File: src/rtl/alu_ctrl_sequencer_pkg.sv
// Shared definitions for the ALU control-step sequencer: state codes, bus/enable codes, opcode map.
package alu_seq_pkg;

   typedef logic [3:0] state_t;

   localparam state_t S_IDLE  = 4'd0;
   localparam state_t S_T0    = 4'd1;
   localparam state_t S_T1    = 4'd2;
   localparam state_t S_T2    = 4'd3;
   localparam state_t S_T3    = 4'd4;
   localparam state_t S_T4    = 4'd5;
   localparam state_t S_T5    = 4'd6;
   localparam state_t S_DONE  = 4'd7;
   localparam state_t S_FAULT = 4'd8;

   // Non-GPR codes shared by bus_sel and en_sel
   localparam int unsigned CODE_ZLOW = 19;
   localparam int unsigned CODE_PC   = 20;
   localparam int unsigned CODE_MDR  = 21;
   localparam int unsigned CODE_IR   = 23;
   localparam int unsigned CODE_Z    = 24;
   localparam int unsigned CODE_MAR  = 25;
   localparam int unsigned CODE_Y    = 27;

   localparam int unsigned OPC_ADD  = 3;
   localparam int unsigned OPC_SUB  = 4;
   localparam int unsigned OPC_AND  = 5;
   localparam int unsigned OPC_OR   = 6;
   localparam int unsigned OPC_SHR  = 7;
   localparam int unsigned OPC_SHRA = 8;
   localparam int unsigned OPC_SHL  = 9;
   localparam int unsigned OPC_ROR  = 10;
   localparam int unsigned OPC_ROL  = 11;

   typedef enum logic [3:0] {
      ALU_NOP  = 4'd0,
      ALU_ADD  = 4'd1,
      ALU_SUB  = 4'd2,
      ALU_AND  = 4'd3,
      ALU_OR   = 4'd4,
      ALU_SHR  = 4'd5,
      ALU_SHRA = 4'd6,
      ALU_SHL  = 4'd7,
      ALU_ROR  = 4'd8,
      ALU_ROL  = 4'd9
   } alu_op_e;

   // Returns {legal, alu_op}; illegal opcodes yield {0, ALU_NOP}.
   function automatic logic [4:0] opc_to_alu(input logic [31:0] opc);
      logic [4:0] r;
      r = {1'b0, ALU_NOP};
      case (opc)
         OPC_ADD:  r = {1'b1, ALU_ADD};
         OPC_SUB:  r = {1'b1, ALU_SUB};
         OPC_AND:  r = {1'b1, ALU_AND};
         OPC_OR:   r = {1'b1, ALU_OR};
         OPC_SHR:  r = {1'b1, ALU_SHR};
         OPC_SHRA: r = {1'b1, ALU_SHRA};
         OPC_SHL:  r = {1'b1, ALU_SHL};
         OPC_ROR:  r = {1'b1, ALU_ROR};
         OPC_ROL:  r = {1'b1, ALU_ROL};
         default:  r = {1'b0, ALU_NOP};
      endcase
      return r;
   endfunction

endpackage

File: src/rtl/alu_ctrl_sequencer_ir_decode.sv
// Combinational IR field split (opc, ra, rb, rc) plus opcode legality and ALU function lookup.
module seq_ir_decode
   import alu_seq_pkg::*;
#(
   parameter int DATA_W  = 32,
   parameter int REG_CNT = 16,
   parameter int OPC_W   = 5,
   parameter int ALU_W   = 4,
   localparam int RIDX_W = $clog2(REG_CNT)
) (
   input  logic [DATA_W-1:0] i_ir,
   output logic [RIDX_W-1:0] o_ra,
   output logic [RIDX_W-1:0] o_rb,
   output logic [RIDX_W-1:0] o_rc,
   output logic              o_legal,
   output logic [ALU_W-1:0]  o_alu_op
);

   localparam int FIELD_W = OPC_W + 3*RIDX_W;

   logic [OPC_W-1:0] w_opc;
   logic [4:0]       w_map;

   if (DATA_W < FIELD_W) begin : g_width_check
      $error("seq_ir_decode: DATA_W too small for opcode and three register fields");
   end

   // Bits below the register fields carry no meaning for register-register ops
   if (DATA_W > FIELD_W) begin : g_low_bits
      logic w_unused_ir_low;
      assign w_unused_ir_low = ^i_ir[DATA_W-FIELD_W-1:0];
   end

   assign w_opc    = i_ir[DATA_W-1 -: OPC_W];
   assign o_ra     = i_ir[DATA_W-OPC_W-1 -: RIDX_W];
   assign o_rb     = i_ir[DATA_W-OPC_W-RIDX_W-1 -: RIDX_W];
   assign o_rc     = i_ir[DATA_W-OPC_W-2*RIDX_W-1 -: RIDX_W];
   assign w_map    = opc_to_alu(32'(w_opc));
   assign o_legal  = w_map[4];
   assign o_alu_op = ALU_W'(w_map[3:0]);

endmodule

File: src/rtl/alu_ctrl_sequencer.sv
// T0-T5 control-step sequencer for one register-register ALU instruction on the shared bus.
// Optional MEM_WAIT_TIMEOUT_EN: abandon the T1 memory wait after MEM_TMO cycles with a fault.
module alu_ctrl_sequencer
   import alu_seq_pkg::*;
#(
   parameter int DATA_W  = 32,
   parameter int REG_CNT = 16,
   parameter int OPC_W   = 5,
   parameter int SEL_W   = 5,
   parameter int ALU_W   = 4,
   parameter int MEM_TMO = 15
) (
   input  logic              clk,
   input  logic              clr,
   input  logic              start,
   input  logic [DATA_W-1:0] ir_q,
   input  logic              mem_ready,
   output logic [SEL_W-1:0]  bus_sel,
   output logic              bus_vld,
   output logic [SEL_W-1:0]  en_sel,
   output logic              en_vld,
   output logic              inc_pc,
   output logic              mem_read,
   output logic [ALU_W-1:0]  alu_op,
   output logic              busy,
   output logic              done,
   output logic              fault
);

   localparam int RIDX_W = $clog2(REG_CNT);

   state_t            r_state;
   state_t            w_next;
   logic [RIDX_W-1:0] w_ra;
   logic [RIDX_W-1:0] w_rb;
   logic [RIDX_W-1:0] w_rc;
   logic              w_legal;
   logic [ALU_W-1:0]  w_alu_op;
   logic              w_tmo;

   seq_ir_decode #(
      .DATA_W  (DATA_W),
      .REG_CNT (REG_CNT),
      .OPC_W   (OPC_W),
      .ALU_W   (ALU_W)
   ) u_decode (
      .i_ir     (ir_q),
      .o_ra     (w_ra),
      .o_rb     (w_rb),
      .o_rc     (w_rc),
      .o_legal  (w_legal),
      .o_alu_op (w_alu_op)
   );

`ifdef MEM_WAIT_TIMEOUT_EN
   localparam int CNT_W = ($clog2(MEM_TMO + 1) > 4) ? $clog2(MEM_TMO + 1) : 4;

   logic [CNT_W-1:0] r_wait_cnt;

   // Counts T1 cycles already spent without mem_ready
   always_ff @(posedge clk) begin
      if (clr || r_state != S_T1 || mem_ready)
         r_wait_cnt <= '0;
      else
         r_wait_cnt <= r_wait_cnt + 1'b1;
   end

   assign w_tmo = (r_wait_cnt == CNT_W'(MEM_TMO - 1));
`else
   localparam int unused_tmo_cfg = MEM_TMO;

   assign w_tmo = 1'b0;
`endif

   always_comb begin
      w_next = r_state;
      case (r_state)
         S_IDLE:  if (start) w_next = S_T0;
         S_T0:    w_next = S_T1;
         S_T1: begin
            if (mem_ready)  w_next = S_T2;
            else if (w_tmo) w_next = S_FAULT;
         end
         S_T2:    w_next = S_T3;
         S_T3:    w_next = w_legal ? S_T4 : S_FAULT;
         S_T4:    w_next = S_T5;
         S_T5:    w_next = S_DONE;
         S_DONE:  w_next = S_IDLE;
         S_FAULT: w_next = S_IDLE;
         default: w_next = S_IDLE;
      endcase
   end

   always_ff @(posedge clk) begin
      if (clr) r_state <= S_IDLE;
      else     r_state <= w_next;
   end

   always_comb begin
      bus_sel  = '0;
      bus_vld  = 1'b0;
      en_sel   = '0;
      en_vld   = 1'b0;
      inc_pc   = 1'b0;
      mem_read = 1'b0;
      alu_op   = '0;
      done     = 1'b0;
      fault    = 1'b0;
      busy     = (r_state != S_IDLE);
      case (r_state)
         S_T0: begin
            bus_sel = SEL_W'(CODE_PC);  bus_vld = 1'b1;
            en_sel  = SEL_W'(CODE_MAR); en_vld  = 1'b1;
            inc_pc  = 1'b1;
         end
         S_T1: begin
            mem_read = 1'b1;
            en_sel   = SEL_W'(CODE_MDR); en_vld = 1'b1;
         end
         S_T2: begin
            bus_sel = SEL_W'(CODE_MDR); bus_vld = 1'b1;
            en_sel  = SEL_W'(CODE_IR);  en_vld  = 1'b1;
         end
         // Illegal opcode: nothing on the bus and nothing loaded on the way to FAULT
         S_T3: begin
            if (w_legal) begin
               bus_sel = SEL_W'(w_rb);   bus_vld = 1'b1;
               en_sel  = SEL_W'(CODE_Y); en_vld  = 1'b1;
            end
         end
         S_T4: begin
            bus_sel = SEL_W'(w_rc);   bus_vld = 1'b1;
            en_sel  = SEL_W'(CODE_Z); en_vld  = 1'b1;
            alu_op  = w_alu_op;
         end
         S_T5: begin
            bus_sel = SEL_W'(CODE_ZLOW); bus_vld = 1'b1;
            en_sel  = SEL_W'(w_ra);      en_vld  = 1'b1;
         end
         S_DONE:  done  = 1'b1;
         S_FAULT: fault = 1'b1;
         default: ;
      endcase
   end

endmodule

File: config.mk
export PLATFORM = sky130hd
export DESIGN_NAME = alu_ctrl_sequencer
export DESIGN_NICKNAME = d
export VERILOG_FILES = /design/src/rtl/alu_ctrl_sequencer_pkg.sv /design/src/rtl/alu_ctrl_sequencer_ir_decode.sv /design/src/rtl/alu_ctrl_sequencer.sv
export SDC_FILE = /design/constraint.sdc
export NUM_CORES = 1
export LEC_CHECK = 0
export ABC_AREA = 0
export CORE_MARGIN = 3
export CORE_UTILIZATION = 28
export CTS_CLUSTER_DIAMETER = 30
export CTS_CLUSTER_SIZE = 28
export DETAILED_ROUTE_END_ITERATION = 7
export PLACE_DENSITY_LB_ADDON = 0.1
export SLEW_MARGIN = 20
export SYNTH_ARGS = -nofsm -noshare
export SYNTH_HDL_FRONTEND = slang
export SYNTH_SLANG_ARGS = --single-unit
File: constraint.sdc
create_clock -name clk -period 1.3 [get_ports clk]
set_input_delay 0.26 -clock clk [delete_from_list [all_inputs] [get_ports clk]]
set_output_delay 0.26 -clock clk [all_outputs]
set_load 0.02 [all_outputs]
## Yosys cells after proc, flatten, opt, wreduce, memory -nomap -nowiden

Memories as Yosys holds them, arrays and structs flattened.
Index checks and enable logic that the tools add are counted.

- Register bits after elaboration: 4
- Memory bits (writable): 0
- Latch bits: 0
- ROM bits: 80
- Memories: 1
- Output and inout bits: 21

- Equality and inequality tests: 10
- Order comparisons: 0
- Multipliers: 0
- Bitwise gates (word level): 0
- $add $sub $neg: 0
- Reductions and logical operators: 5
- Mux-type cells: 17
- Shift-type cells: 0
- Div/mod/pow operators: 0

Memory list:

| memory | depth | width | rd ports | clocked after memory_dff | write ports | RTL line | source |
|---|---|---|---|---|---|---|---|
| (no name shown) | 16 | 5 | 1 | 0 | 0 | alu_ctrl_sequencer_pkg.sv:52 | `case (opc)` |

Operators by type and width:

| operator | number |
|---|---|
| 5-bit case mux with 6 select lines | 1 |
| 4-bit case mux with 7 select lines | 1 |
| 5-bit case mux with 5 select lines | 1 |
| 4-bit 2-to-1 mux | 5 |
| 4-bit by 3-bit equality test with 1-bit output, second input constant | 4 |
| 5-bit 2-to-1 mux | 2 |
| 4-bit by 2-bit equality test with 1-bit output, second input constant | 2 |
| 1-bit 2-to-1 mux | 5 |
| 5-bit OR reduction | 1 |
| 4-bit by 1-bit equality test with 1-bit output, second input constant | 1 |
| 4-bit equality test, second input constant | 1 |
| 4-bit zero test | 1 |
| 2-bit != test, second input constant | 2 |
| 1-bit case mux with 2 select lines | 2 |
| 4-bit nonzero test | 1 |
| 4-bit OR reduction | 1 |
| 2-bit AND reduction | 1 |

## Depth between registers and ports, before layout

An unclocked memory read counts as a cell.

- Word-level depth: 4
- Gate-level depth with buffers: 5

## Hierarchy

From an unflattened synthesis, not the netlist that was laid out.

- Cell total of the unflattened synthesis: 91
- Area total of the unflattened synthesis: 665.6 um2

By module, submodules not included:

| module | times used | sequential area each (um2) | cells each | area each (um2) |
|---|---|---|---|---|
| alu_ctrl_sequencer | 1 | 80.1 | 67 | 496.7 |
| seq_ir_decode | 1 | 0.0 | 24 | 168.9 |

## Worst setup path before layout

Ideal clock, no wire load.

- Path kind: reg2out
- Start point: register r_state[1]
- End point: output port fault
- Path buffers: 2
- Slack: -0.342 ns
- Arrival time: 1.382 ns
- Cell stages (with the launch flop): 4
- Cell sequence: dfxtp_1 -> buf_2 -> buf_2 -> nor4b_1

- Longest elaborated chain between the ends: 2

RTL lines:

| what | RTL line | source |
|---|---|---|
| from (decl) | alu_ctrl_sequencer.sv:32 | `state_t r_state;` |
| from (signal assigned) | alu_ctrl_sequencer.sv:96 | `else r_state <= w_next;` |
| 4-bit equality test | alu_ctrl_sequencer.sv:110 | `case (r_state)` |
| 1-bit 2-to-1 mux | alu_ctrl_sequencer.sv:110 |  |
| to (decl) | alu_ctrl_sequencer.sv:27 | `output logic fault` |

No other way between the ends.

## Final worst setup path

- Start point: register r_state[1]
- End point: output port en_sel[0]

- Longest elaborated chain between the ends: 2

RTL lines:

| what | RTL line | source |
|---|---|---|
| 4-bit by 3-bit equality test with 1-bit output (tied with other cells) | alu_ctrl_sequencer.sv:110 |  |
| 5-bit case mux with 6 select lines (*) | alu_ctrl_sequencer.sv:110 |  |
| to (decl) | alu_ctrl_sequencer.sv:20 | `output logic [SEL_W-1:0] en_sel,` |

Mark *: on every way between the ends. The rest lies on a longest branch, timed or not.

==> flow_metrics.py <==
metrics = {
    "worst_setup_path": {
        "worstPathRequired_ns": 1.04,
        "crit-reg2reg-launch": "r_state[0]",
        "endpoint": "en_sel[0]",
        "end_kind": "output port",
        "r2r_slack_ns": -0.02,
        "reg2reg_depth": 5,
        "arrival_ns": 1.54,
        "cp-startpoint": "r_state[1]",
        "crit_path_max_fanout": 4,
        "worstSetupPathType": "register to output port",
        "worst_r2r_endpoint": "r_state[3]",
        "cp-start-kind": "register",
    },
    "clock_network": {
        "clkTransAtPathRegs_ns": 0.05,
        "hold_buffers": 0,
        "cts_buffers": 3,
        "cts_tree": "built",
        "root_buffer": "clkbuf_4",
        "insertion_delay_ns": 0.26,
        "clock-sinks": 4,
        "cts-htree-levels": 1,
        "cts.path.max_buffers": 2,
    },
    "routing": {
        "dr.pass1.iters": 4,
        "via_count": 1148,
        "wl_per_cell_um": 21.4,
        "vias_per_cell": 5.63,
        "drc_errors": 0,
        "drtIter0Drc": 42,
        "routed_wl_um": 4370,
        "ant_nets": 0,
    },
    "outcome": {
        "violations": "negative setup slack",
        "status": "complete, but fails checks",
    },
    "cells_and_area": {
        "largest-register": "r_state",
        "largest_reg_flops": 4,
        "drive_above_1_share_pct": 75.1,
        "diodes": 0,
        "fin_util_pct": 91.9,
        "top_regs": "r_state: 4 flops",
        "mostFrequentLayoutCell": "buf_6",
        "most-common-layout-cells": "43 x buf_6, 32 x buf_4, 15 x clkdlybuf4s50_1",
        "nets": 215,
        "area_growth_syn_to_layout_pct": 194,
        "fin_area_mm2": 0.00191,
    },
    "min_path": {
        "hold_path_class": "input pin to register",
    },
    "sta": {
        "worst_pin_slew_ns": 0.272,
        "relSlewSlack_pct": 81.8,
        "rsz0062_at_grt": "true",
        "fin_crit_ns": 1.80,
        "max_freq_ghz": 0.557,
        "finalSetupTns_ns": -7.74,
        "final-hold-violation-count": 0,
        "hold_ws_ns": 0.415,
        "clock-skew-final_ns": 0.0168,
        "postLayoutSetupSlackWorst_ns": -0.495,
        "period_share_pct": 138,
        "slew_violations": 0,
        "setup_viol": 23,
    },
    "power": {
        "p_leak_nw": 0.758,
        "irDropWorstVdd_v": 0.000651,
        "powerDensity_mw_per_mm2": 570,
    },
    "die": {
        "die_height_um": 54.3,
        "coreArea_mm2": 0.00208,
        "top_level_ports": 57,
        "rows": 16,
        "die_w_um": 54.3,
        "start_util_pct": 31.3,
        "dieArea_mm2": 0.00294,
    },
    "yosys": {
        "synth_ff_type": "dfxtp_1",
        "avgSynthCellArea_um2": 7.49,
        "syn_inst": 87,
        "yosysSeqAreaShare_pct": 12.3,
        "ys_ff_latch": 4,
        "ys_types": 40,
        "syn-num-nets": 123,
        "synth_edf_count": 0,
        "syn-cell-area_um2": 652,
        "async_reset_ff_share_pct": 0,
        "ys_warn_count": 0,
    },
    "global_routing": {
        "grt_antenna_before_repair": 0,
        "first_global_vias": 1092,
        "track_usage_pct": 25.2,
        "grt_overflow": 0,
        "grt_pass1_wl_um": 5310,
        "grt_max_degree": 15,
    },
    "placement": {
        "gp_congestion": 0.781,
        "numPortBuffers": 41,
        "place_area_mm2": 0.00140,
        "hpwl_um": 1960,
        "dp_slack_ns": -1.22,
    },
    "flow_run": {
        "cap_violations": 0,
    },
}
-- synth_stat cells (2+ instances only) --
master / number / area share, %
a211oi_1: 2 / 2.3
a211oi_2: 2 / 3.8
a21oi_1: 9 / 6.9
a31oi_1: 3 / 2.9
buf_2: 3 / 2.3
buf_4: 4 / 4.6
dfxtp_1: 4 / 12
nand2_1: 4 / 2.3
nand2b_1: 4 / 3.8
nand3_1: 3 / 2.3
nand3b_1: 4 / 4.6
nand4_1: 5 / 4.8
nor2_1: 4 / 2.3
nor2b_1: 5 / 4.8
nor3_1: 4 / 3.1
nor3_2: 2 / 3.1
o21ai_0: 2 / 1.5
-- metal layers --
| metal | track usage [%] | up-vias | share of wire [%] |
|---|---|---|---|
| li1 | - | 510 | - |
| met1 | 31.3 | 564 | 42 |
| met2 | 44.8 | 63 | 50 |
| met3 | 1.63 | 11 | 5.6 |
| met4 | 9.54 | 0 | 2.4 |
| met5 | 0 | - | 0 |
-- per-stage QoR --
| stage | cells | power (mW) |
|---|---|---|
| final | 204 | 1.09 |
| after global routing | 204 | 1.12 |
| after CTS | 198 | 0.948 |
| after detailed placement | 180 | 0.659 |
| after global placement | 180 | 0.653 |
| after floorplan | 87 | 0.404 |
-- timing repair --
| action | in CTS | in global routing |
|---|---|---|
| resized for setup | 181 | 30 |
| setup buffers | 16 | 7 |
| endpoints found under the setup margin | 23 | 24 |
| pin swaps | 22 | 13 |
-- cells by family (layout without fill, tap and decap cells) --
| logic type | count (synthesis) | after routing | share of synthesized area (%) |
|---|---|---|---|
| AOI/OAI and AO/OA | 26 | 26 | 30.9 |
| xor gates and xnor gates | 2 | 2 | 2.69 |
| buffers and inverters | 11 | 101 | 10.4 |
| DFF | 4 | 4 | 12.3 |
| and+or+nand+nor | 44 | 44 | 43.8 |
-- worst min path at each step --
stage                          start         end  slack, ns  cells past startpoint
after global routing        ir_q[29]  r_state[3]       0.42                      3
after global placement    r_state[2]  r_state[3]       0.64                      3
after detailed placement  r_state[2]  r_state[3]       0.64                      3
after CTS                   ir_q[29]  r_state[3]       0.38                      3
after floorplan                  clr  r_state[2]       0.33                      1
final                       ir_q[29]  r_state[3]       0.42                      3
-- layout make-up --
cell class	instances	area [um^2]
Clock buffer	3	22.5
Timing Repair Buffer	96	946
Fill cell	69	168
Sequential cell	4	92.6
Inverter	2	15.0
Tap cell	27	33.8
Multi-Input combinational cell	72	805
-- worst max-delay path, cell delays in order (launching register included) --
cell	delay, ns
dfxtp_4	0.36
buf_6	0.13
nor2b_4	0.16
nand4_1	0.16
buf_6	0.17
a31oi_4	0.14
buf_6	0.14
-- power by group --
group | switching, mW | internal (mW)
registers | 0.0137 | 0.129
clock network | 0.0757 | 0.105
logic | 0.348 | 0.420
(Power assumes the default switching activity.)
==> edit 1 (same flow settings) <==
Put a register stage on the output `fault`, without a reset. The value now appears one clock later. The other outputs are not delayed to match. Comments in the files are not updated.
--- a/src/rtl/alu_ctrl_sequencer.sv
+++ b/src/rtl/alu_ctrl_sequencer.sv
@@ -30,2 +30,4 @@
    localparam int RIDX_W = $clog2(REG_CNT);
+
+   logic fault_d;
 
@@ -107,3 +109,3 @@
       done     = 1'b0;
-      fault    = 1'b0;
+      fault_d  = 1'b0;
       busy     = (r_state != S_IDLE);
@@ -140,3 +142,3 @@
          S_DONE:  done  = 1'b1;
-         S_FAULT: fault = 1'b1;
+         S_FAULT: fault_d = 1'b1;
          default: ;
@@ -145,2 +147,6 @@
 
+   always_ff @(posedge clk) begin
+      fault <= fault_d;
+   end
+
 endmodule
Function: changed (a bounded check fails within 10 cycles, from zero or initial values).
==> edit 1 against the original RTL <==
The flow still finishes with violations (setup timing); combinational power fell by 4.0%; register-to-register slack improved by 70 ps; count of clock-buffer cells in the layout grew 1; utilization fell by 5.1 points; total power up 0.67%; synthesized area rose by 0.58%; wire length down 16%; setup slack got worse by 8.9 ps; final cell count fell by 2.0%; final area shrank 5.6%; sequential cell count increased by 1; largest cell class unchanged; largest power group unchanged.
==> edit 1: results (changes against the original RTL) <==
failing checks = setup timing (unchanged)
RR Startpoint = r_state[1]$_SDFFE_PP0P_ (was r_state[0]$_SDFFE_PP0P_)
Final HPWL DP = 1930 µm (was 1960 µm)
top cells by count, synth = a21oi_1 (8), nand2_1 (8) (was a21oi_1 (9), nand4_1 (5), nor2b_1 (5))
syn_nets = 124 (was 123)
hold_ws = 616 ps (was 415 ps)
status = finished, violations left (unchanged)
RD Place Congestion = 0.794 (was 0.781)
post-layout power = 1100 µW (was 1090 µW)
met2 Track Usage GR = 42.0% (was 44.8%)
Routed WL per cell = 18.3 µm (was 21.4 µm)
endpoints failing setup = 20 (was 23)
first-pass GRT wire length = 4900 µm (was 5310 µm)
setup ws final = -504 ps (was -495 ps)
post-CTS sizing = 178 (was 181)
placed cell count = 177 (was 180)
Post-CTS Setup Bufs = 13 (was 16)
clock skew = 0.584 ps (was 16.8 ps)
hold_sp = ir_q[31] (was ir_q[29])
Met3 Wirelength = 143 µm (was 243 µm)
WL met2 = 1970 µm (was 2210 µm)
all-layer global routing usage = 22.9% (was 25.2%)
worst vdd ir = 547 µV (was 651 µV)
r2r setup slk = 50 ps (was -20 ps)
Vias = 1,089 (was 1,148)
Clk. pwr = 185 µW (was 181 µW)
Post-Route M1 WL = 1480 µm (was 1820 µm)
FILL cells = 109 (was 69)
post-route insts no fill = 200 (was 204)
Clock Latency Late Sink = 240 ps (was 260 ps)
synth unique cells = 37 (was 40)
post-synthesis xor/xnor area fraction = 1.34% (was 2.69%)
Leak = 0.000741 µW (was 0.000758 µW)
worst-margin pin slew = 327 ps (was 272 ps)
share of cells above drive strength 1 = 73.4% (was 75.1%)
register area share after synthesis = 15.3% (was 12.3%)
Post-DP Area = 1440 µm² (was 1400 µm²)
vias in the first global route = 1,037 (was 1,092)
fin nets = 210 (was 215)
DR iter-0 viols = 10 (was 42)
RR Endpoint = r_state[0]$_SDFFE_PP0P_ (was r_state[3]$_SDFFE_PP0P_)
Largest regs = r_state: 4 flops, fault: 1 flops (was r_state: 4 flops)
-- edit 1: cell types whose count changed after synthesis, sizes merged, moves of 2 or more --
| cell | unedited run | this run |
|---|---|---|
| nand4 | 5 | 0 |
| nand4b | 0 | 5 |
| nand3 | 3 | 0 |
| nor2b | 5 | 3 |
| a211oi | 4 | 2 |
| nor2 | 4 | 6 |
| or2 | 0 | 2 |
| o22a | 0 | 2 |
| nand2 | 4 | 8 |
| a2111oi | 0 | 2 |
-- edit 1: critical path: cells and delay by family (launching register included) --
| kind | cells | cell delay [ps] |
|---|---|---|
| buf+inv | 3 | 400 |
| compound gates | 2 | 380 |
| flops | 1 | 370 |
| simple gates | 1 | 150 |
-- edit 1: cell type report --
| cell class | instances | area, µm² | share of cell area [%] |
|---|---|---|---|
| multi-input combinational | 73 | 787 | 43.5 |
| inverter | 1 | 3.75 | 0.208 |
| timing repair buffer | 90 | 845 | 46.7 |
| tap | 27 | 33.8 | 1.87 |
| clock buffer | 4 | 26.3 | 1.45 |
| sequential | 5 | 113 | 6.23 |
==> edit 2 (same settings) <==
Made on the original files. The option `MEM_WAIT_TIMEOUT_EN` is turned on by a define.
--- a/src/rtl/alu_ctrl_sequencer.sv
+++ b/src/rtl/alu_ctrl_sequencer.sv
@@ -2,2 +2,4 @@
 // Optional MEM_WAIT_TIMEOUT_EN: abandon the T1 memory wait after MEM_TMO cycles with a fault.
+`define MEM_WAIT_TIMEOUT_EN
+
 module alu_ctrl_sequencer
Behaviour: no difference found for any inputs over 10 cycles, from zero or initial values; that may be too few to reach the edited logic, so the function may still have changed.
==> edit 2 against the original RTL <==
The flow still finishes with violations (setup timing); clock skew is 12 ps lower; critical path depth is 1 lower; total power is 50% higher; final area is 8.3% higher; via count is 3.1% higher; setup slack better by 29 ps; synthesized area is 20% higher; fmax is 1.6% higher; register-to-register slack worse by 200 ps; non-clock buffer count is 6 lower; sequential cell count is 4 higher; wire length is 18% lower; sequential power is 97% higher; largest cell class is now multi-input combinational cells; largest power group unchanged.
==> edit 2: results (changes against the original RTL) <==
status = finished, violations left (unchanged)
endpoints failing setup = 28 (was 23)
sequential power = 281 µW (was 143 µW)
clock skew = 4.83 ps (was 16.8 ps)
area fraction in compound gates after synthesis = 20.3% (was 30.9%)
register area share after synthesis = 20.5% (was 12.3%)
Slew headroom = 79.1% (was 81.8%)
post-synthesis xor/xnor area fraction = 3.36% (was 2.69%)
fin nets = 237 (was 215)
DP Worst Slack = -1230 ps (was -1220 ps)
all-layer global routing usage = 20.1% (was 25.2%)
via density per instance = 5.22 (was 5.63)
syn_nets = 150 (was 123)
Comb. pwr = 1160 µW (was 768 µW)
DR iter-0 viols = 33 (was 42)
DRT Wirelength = 3570 µm (was 4370 µm)
Adder-Cell Fraction of Synth Area = 3.20% (was 0%)
RR Startpoint = r_state[2]$_SDFFE_PP0P_ (was r_state[0]$_SDFFE_PP0P_)
Hold Crit Class = reg2reg (was in2reg)
hold_ws = 479 ps (was 415 ps)
worst path arrival time = 1510 ps (was 1540 ps)
Post-DP Area = 1600 µm² (was 1400 µm²)
failing checks = setup timing (unchanged)
Combinational Power Share = 70.9% (was 70.4%)
worst vdd ir = 746 µV (was 651 µV)
critical-path maximum fanout = 7 (was 4)
hold_sp = r_wait_cnt[0]$_SDFF_PP0_ (was ir_q[29])
Final HPWL DP = 2140 µm (was 1960 µm)
largest net degree at the start of global routing = 9 (was 15)
RD Place Congestion = 0.765 (was 0.781)
setup ws final = -466 ps (was -495 ps)
vias in the first global route = 1,204 (was 1,092)
Leak = 0.000822 µW (was 0.000758 µW)
sw frac = 38.6% (was 40.1%)
synth unique cells = 37 (was 40)
Avg Inst Size Synth = 6.98 µm² (was 7.49 µm²)
hold depth = 1 (was 3)
worst hold endpoint = r_wait_cnt[0]$_SDFF_PP0_ (was r_state[3]$_SDFFE_PP0P_)
Post-CTS Setup Bufs = 10 (was 16)
Largest delay share family, worst path = flip-flops (was buffers and inverters)
setup TNS = -8550 ps (was -7740 ps)
share of cells above drive strength 1 = 70.1% (was 75.1%)
## edit 2: cell type report
| class | count | area [µm²] |
|---|---|---|
| Multi-Input combinational cell | 92 | 913 |
| Clock buffer | 3 | 22.5 |
| Inverter | 4 | 15.0 |
| Sequential cell | 8 | 173 |
| Fill cell | 165 | 494 |
| Tap cell | 30 | 37.5 |
| Timing Repair Buffer | 90 | 912 |
## edit 2: worst max path at each step
| stage | end | slack (ps) |
|---|---|---|
| 6_report | en_sel[0] | -470 |
| 5_1_grt | en_sel[0] | -520 |
| 4_1_cts | alu_op[1] | -470 |
| 3_5_place_dp | bus_sel[2] | -1230 |
| 3_3_place_gp | alu_op[2] | -1180 |
| 2_1_floorplan | alu_op[1] | -220 |
## edit 2: layer usage
| metal | track usage (%) | wire length, µm |
|---|---|---|
| met1 | 23.1 | 1370 |
| met2 | 36.9 | 2000 |
| met3 | 3.29 | 169 |
| met4 | 7.12 | 28 |
| met5 | 0 | 0 |
